$ cat src/rtl/circuito_decodificador_funcionalidade.sv
// Function-code decoder: an accepted code 1..7 drives one of the lines A..G for HOLD_CYCLES cycles.
// Optional feature: define DECOD_ERR_COUNT_EN to add a saturating invalid-code counter (err_count).
module circuito_decodificador_funcionalidade #(
  parameter int unsigned HOLD_CYCLES = 4
) (
  input  logic       clk,
  input  logic       rst,
  input  logic [0:2] CF,
  input  logic       cf_valid,
  output logic       cf_ready,
  output logic       A,
  output logic       B,
  output logic       C,
  output logic       D,
  output logic       E,
  output logic       F,
  output logic       G,
  input  logic       abort,
  output logic       busy,
  output logic       done,
  output logic       err
`ifdef DECOD_ERR_COUNT_EN
  ,
  output logic [3:0] err_count
`endif
);

  typedef enum logic {IDLE, HOLD} state_t;

  localparam logic [7:0] LOAD = 8'(HOLD_CYCLES - 1);

  state_t     state, state_nxt;
  logic [7:0] cnt, cnt_nxt;
  logic [6:0] lines, lines_nxt;
  logic       done_nxt, err_nxt;
  logic [2:0] code;

  // CF[0] is the MSB, so a plain same-width copy keeps the numeric code value.
  assign code = CF;

  function automatic logic [6:0] decode(input logic [2:0] c);
    if (c == 3'd0) decode = 7'd0;
    else           decode = 7'd1 << (c - 3'd1);
  endfunction

  always_comb begin
    state_nxt = state;
    cnt_nxt   = cnt;
    lines_nxt = lines;
    done_nxt  = 1'b0;
    err_nxt   = 1'b0;
    case (state)
      IDLE: begin
        if (cf_valid) begin
          if (code == 3'd0) begin
            err_nxt = 1'b1;
          end else begin
            state_nxt = HOLD;
            cnt_nxt   = LOAD;
            lines_nxt = decode(code);
          end
        end
      end
      HOLD: begin
        // Abort wins over a hold that would expire in the same cycle.
        if (abort) begin
          state_nxt = IDLE;
          cnt_nxt   = 8'd0;
          lines_nxt = 7'd0;
        end else if (cnt == 8'd0) begin
          state_nxt = IDLE;
          lines_nxt = 7'd0;
          done_nxt  = 1'b1;
        end else begin
          cnt_nxt = cnt - 8'd1;
        end
      end
      default: begin
        state_nxt = IDLE;
        cnt_nxt   = 8'd0;
        lines_nxt = 7'd0;
      end
    endcase
  end

  always_ff @(posedge clk or posedge rst) begin
    if (rst) begin
      state <= IDLE;
      cnt   <= 8'd0;
      lines <= 7'd0;
      done  <= 1'b0;
      err   <= 1'b0;
    end else begin
      state <= state_nxt;
      cnt   <= cnt_nxt;
      lines <= lines_nxt;
      done  <= done_nxt;
      err   <= err_nxt;
    end
  end

  assign cf_ready = (state == IDLE);
  assign busy     = (state == HOLD);
  assign {G, F, E, D, C, B, A} = lines;

`ifdef DECOD_ERR_COUNT_EN
  always_ff @(posedge clk or posedge rst) begin
    if (rst)                          err_count <= 4'd0;
    else if (err && err_count != 4'hF) err_count <= err_count + 4'd1;
  end
`endif

endmodule
$ cat config.mk
export PLATFORM = sky130hd
export DESIGN_NAME = circuito_decodificador_funcionalidade
export DESIGN_NICKNAME = d
export VERILOG_FILES = /design/src/rtl/circuito_decodificador_funcionalidade.sv
export SDC_FILE = /design/constraint.sdc
export NUM_CORES = 1
export LEC_CHECK = 0
export ABC_AREA = 1
export CORE_ASPECT_RATIO = 1.2
export CORE_MARGIN = 2
export CORE_UTILIZATION = 30
export CTS_CLUSTER_DIAMETER = 150
export DETAILED_ROUTE_END_ITERATION = 10
export PLACE_DENSITY_LB_ADDON = 0.15
export SLEW_MARGIN = 20
export SYNTH_ARGS = -nofsm -noshare
export SYNTH_HDL_FRONTEND = slang
export SYNTH_SLANG_ARGS = --single-unit
$ cat constraint.sdc
create_clock -name clk -period 2.55 [get_ports clk]
set_input_delay 0.51 -clock clk [delete_from_list [all_inputs] [get_ports clk]]
set_output_delay 0.51 -clock clk [all_outputs]
set_load 0.03 [all_outputs]
Word level (Yosys, flattened, before mapping) --
Index checks and enable logic that the tools add are counted.
Operators by class: shift-type cells 1, order comparisons 0, reduce and logical (&&, ||, !) cells 4, bitwise logic cells 1, $mul 0, multiplexer cells 21, divide/modulo/power cells 0, eq/ne operators 4, add/subtract/negate cells 2
Operators by type and width (count):
- two-way mux 8 bit | 4
- two-way mux 7 bit | 4
- case mux 8 bit (2 select lines) | 1
- case mux 7 bit (2 select lines) | 1
- two-way mux 1 bit | 10
- zero test 8 bit | 1
- subtractor 8 x 1 -> 8 bit, second input constant | 1
- << shifter 1 x 3 -> 7 bit, first input constant | 1
- AND reduction 3 bit | 2
- inequality test 2 bit, second input constant | 2
- zero test 3 bit | 1
- inequality test 3 x 2 -> 1 bit, second input constant | 1
- inequality test 3 bit, second input constant | 1
- subtractor 3 x 1 -> 3 bit, second input constant | 1
- case mux 1 bit (2 select lines) | 1
- inverter 1 bit | 1
Storage, ports and cells: memories kept 0, logic and storage cells 38, bits in registers 18, output and inout bits 11, latch bits 0, bits in read-only memories 0, bits in writable memories 0, input bits 7

Logic depth before layout (Yosys ltp) --
depth in word-level cells 5, depth in mapped cells 10, depth with buffers taken out 9

Worst setup path after synthesis --
Ideal clock, no wire load.
path kind input to register, from input CF[2] in the netlist's numbering, to register lines[0], buffers on the path 0, data required time 2476 ps, library setup time 74 ps, slack 910 ps, arrival time 1566 ps, cell stages on the path 5, path through nor2_2 > ha_1 > or2_2 > or2_2 > o21ai_2
Between the ends: cells in the longest elaborated chain, start to end 5, elaborated cells between the ends (all ways) 8, classes of those cells add/sub: 1; eq/ne: 1; shift: 1; mux: 3; reduce/logical: 2
Ends and longest elaborated chain:
- from (decl) | RTL line 8 | input logic [0:2] CF,
- subtractor 3 x 1 -> 3 bit | RTL line 43 | else decode = 7'd1 << (c - 3'd1);
- << shifter 1 x 3 -> 7 bit | RTL line 43
- two-way mux 7 bit | RTL line 55 | if (code == 3'd0) begin
- two-way mux 7 bit | RTL line 54 | if (cf_valid) begin
- case mux 7 bit (2 select lines) | RTL line 52 | case (state)
- to (signal assigned) | RTL line 96 | lines <= lines_nxt;
- to (decl) | RTL line 34 | logic [6:0] lines, lines_nxt;
Parallel ways exist; a longest one is shown, timed or not. The select of a mux whose other input is x is not followed. A chain may end at the register's enable or synchronous reset.

Worst setup path after layout --
from register state, in the netlist busy, to output cf_ready
Between the ends: cells in the longest elaborated chain, start to end 1
Ends and longest elaborated chain:
- from (decl) | RTL line 32 | state_t state, state_nxt;
- from (signal assigned) | RTL line 94 | state <= state_nxt;
- inverter 1 bit
- to (decl) | RTL line 10 | output logic cf_ready,
Every way passes these cells.

==> results.sh <==
export IMPL_die_y_um=69.46
export IMPL_drt_initial_drc_count=20
export IMPL_status="finished clean"
export IMPL_synth_top_area_cell="dfrtp_1"
export IMPL_firstDrtPassIters=4
export IMPL_crit_path_top_delay_cell="clkdlybuf4s50_1"
export IMPL_grt_pass1_wl_um=3815
export IMPL_yosysTopAreaCellShare=0.4206
export IMPL_num_rows=23
export IMPL_synth_avg_cell_area_um2=8.708
export IMPL_antenna_left=0
export IMPL_gp_congestion=0.7134
export IMPL_diodes=0
export IMPL_p_leak_nw=0.5955
export IMPL_grt_usage=0.1211
export IMPL_comb_power_share=0.463
export IMPL_holdCritPathClass="register to register"
export IMPL_power_mw=1.174
export IMPL_clk_path_buf_depth=2
export IMPL_cts_setup_buffers=0
export IMPL_p_switching_uw=497.8
export IMPL_maxSlewHeadroom=0.5346
export IMPL_grt_max_degree=19
export IMPL_port_buffers=17
export IMPL_wl_met1_um=870
export IMPL_ir_worst_vdd_uv=380.0
export IMPL_layout_worst_path_cycle_share=0.8272
export IMPL_wl_um=2063
export IMPL_syn_area_um2=1071
export IMPL_wl_met2_um=1118
export IMPL_highest_layer="met4"
export IMPL_insertion_delay_ns=0.25
export IMPL_crit_buf_inv=2
export IMPL_synth_most_common_cell="nand2_1"
export IMPL_report_final_hold_viol_count=0
export IMPL_globalRouteOverflowTotal=0
export IMPL_crit_arrival_ns=1.60
export IMPL_dp_hpwl_um=1602
export IMPL_grt_setup_unrepaired="false"
export IMPL_yosysSeqAreaShare=0.4206
export IMPL_synthesis_nets=132
export IMPL_regArea_um2=450.4
export IMPL_fill_cells=354
export IMPL_yosys_top_cells_area="dfrtp_1 42%, o21ai_2 9.0%, nand2_1 8.8%"
export IMPL_critPathLaunchType="register"
export IMPL_yosysUniqueCellTypes=24
export IMPL_die_area_um2=4066
export IMPL_critPathMaxFanout=10
export IMPL_async_flop_share=1.000
export IMPL_wl_per_cell_um=11.53
export IMPL_multi_input_area_um2=536.8
export IMPL_antenna_found_initial=0
export IMPL_max_freq_mhz=474.1
export IMPL_end_kind="output port"
export IMPL_wl_met3_um=54
export IMPL_final_setup_viol_count=0
export IMPL_num_vias=822
export IMPL_seqPwrFrac=0.340
export IMPL_min_period_ns=2.109
export IMPL_grt_pass1_vias=879
export IMPL_yosysWarnings=0
export IMPL_nNetsFinal=152
export IMPL_initial_core_util=0.3181
export IMPL_power_density_nw_per_um2=895.4
export IMPL_critPathMaxStageDelay_ns=0.72
export IMPL_skew_ns=0.006802
export IMPL_viasPerCell=4.592
export IMPL_synthCells=123
export IMPL_drive_gt1_frac=0.2394
export IMPL_crit_chain="inv_2 > clkdlybuf4s50_1"
export IMPL_clock_sinks=18
export IMPL_p_int_uw=676.3
export IMPL_cts_htree_levels=1
export IMPL_ios=18
export IMPL_synth_seq_cells=18
export IMPL_finalMaxSlewViolations=0
export IMPL_crit_family="buffers and inverters"
export IMPL_core_area_um2=3367
export IMPL_syn_to_final_growth_pct=22.43
export IMPL_die_width_um=58.55
export IMPL_synth_main_ff_cell="dfrtp_1"
export IMPL_cts_resized=0
export IMPL_drc=0
export IMPL_worst_pin_slew_ns=0.6974
export IMPL_p_sw_frac=0.4240
export IMPL_fin_setup_tns_ns=0
export IMPL_hold_buffers=0
export IMPL_root_buffer="clkbuf_8"
export IMPL_pwr_share_clk=0.198
export IMPL_cp_data_required_time_ns=2.04
export IMPL_worstSetupPathType="register to output port"
export IMPL_cap_viol_max_count=0
export IMPL_synth_edf_count=0
export IMPL_cts_buffers=3
export IMPL_clkTransAtPathRegs_ns=0.06
export IMPL_cts_tree="built"
export IMPL_synth_common_cells="25 x nand2_1, 18 x dfrtp_1, 12 x inv_1"
## logic make-up after synthesis
family,Yosys count,share of synthesized area
buffers and inverters,16,0.07827
AND/OR/NAND/NOR,68,0.3470
XOR/XNOR,1,0.008179
flip-flops,18,0.4206
AO/OA/AOI/OAI,18,0.1227
adder cells (fa/ha/maj),2,0.02336
## state kept, by name, summed over array words and instances, names as in the netlist
register	cells
busy	1
cnt	8
done	1
err	1
lines	7
## power by group through the flow
stage / combinational (mW) / clock [mW] / sequential, mW
floorplan: 0.393 / 0 / 0.448
global placement: 0.548 / 0 / 0.403
detailed placement: 0.552 / 0 / 0.404
CTS: 0.555 / 0.245 / 0.400
global route: 0.612 / 0.252 / 0.409
finish: 0.543 / 0.232 / 0.399
## per-stage QoR
step                utilization  std cells  worst slack, ns  cell area (µm²)  hold WS (ns)
global route             0.3894        179           0.3763             1311        0.5204
finish                   0.3894        179           0.4407             1311        0.4906
floorplan                     -        123           0.9100             1071        0.4486
global placement         0.3731        175           0.3166             1256        0.4711
CTS                      0.3894        179           0.4255             1311        0.4953
detailed placement       0.3731        175           0.2581             1256        0.4747
## tightest hold or removal path: stages (launching register included)
cell	delay [ns]
dfrtp_1	0.36
nand2_2	0.06
o21ai_2	0.04
## cell type report
cell class / count / share of cell area
sequential: 18 / 0.3435
tap: 37 / 0.03531
clock buffer: 4 / 0.04198
inverter: 14 / 0.04008
multi-input combinational: 89 / 0.4094
timing repair buffer: 17 / 0.1298
## metal layers
metal | global-route usage | vias up
li1 | - | 435
met5 | 0 | -
met4 | 0.06202 | 0
met3 | 0.02052 | 2
met1 | 0.1367 | 374
met2 | 0.2110 | 11
## final timing paths
check / startpoint / end / slack (ns) / depth (start not counted)
setup / recovery: busy / cf_ready / 0.44 / 2
hold / removal: lines[4] / lines[4] / 0.49 / 2
setup reg to reg: cnt[0] / lines[1] / 0.92 / 9
hold reg to reg: lines[4] / lines[4] / 0.49 / 2
max in group asynchronous: rst / cnt[2] / 1.44 / 2
min in group asynchronous: rst / lines[6] / 0.66 / 2
## cell usage in the layout (no fill, tap or decap), types with 2 or more instances in the layout
cell,synthesis,layout
nor2_1,11,11
nand3_1,9,9
clkbuf_8,0,4
nand2_2,9,9
nand3b_1,3,3
inv_2,2,2
o21ai_1,2,2
ha_1,2,2
or2_2,2,2
dfrtp_1,18,18
clkdlybuf4s50_1,0,17
nand2_1,25,25
nand2_4,2,2
inv_1,12,12
nand4_1,2,2
o21ai_0,4,4
o21ai_2,11,11
Power figures use the tool's default switching activity.
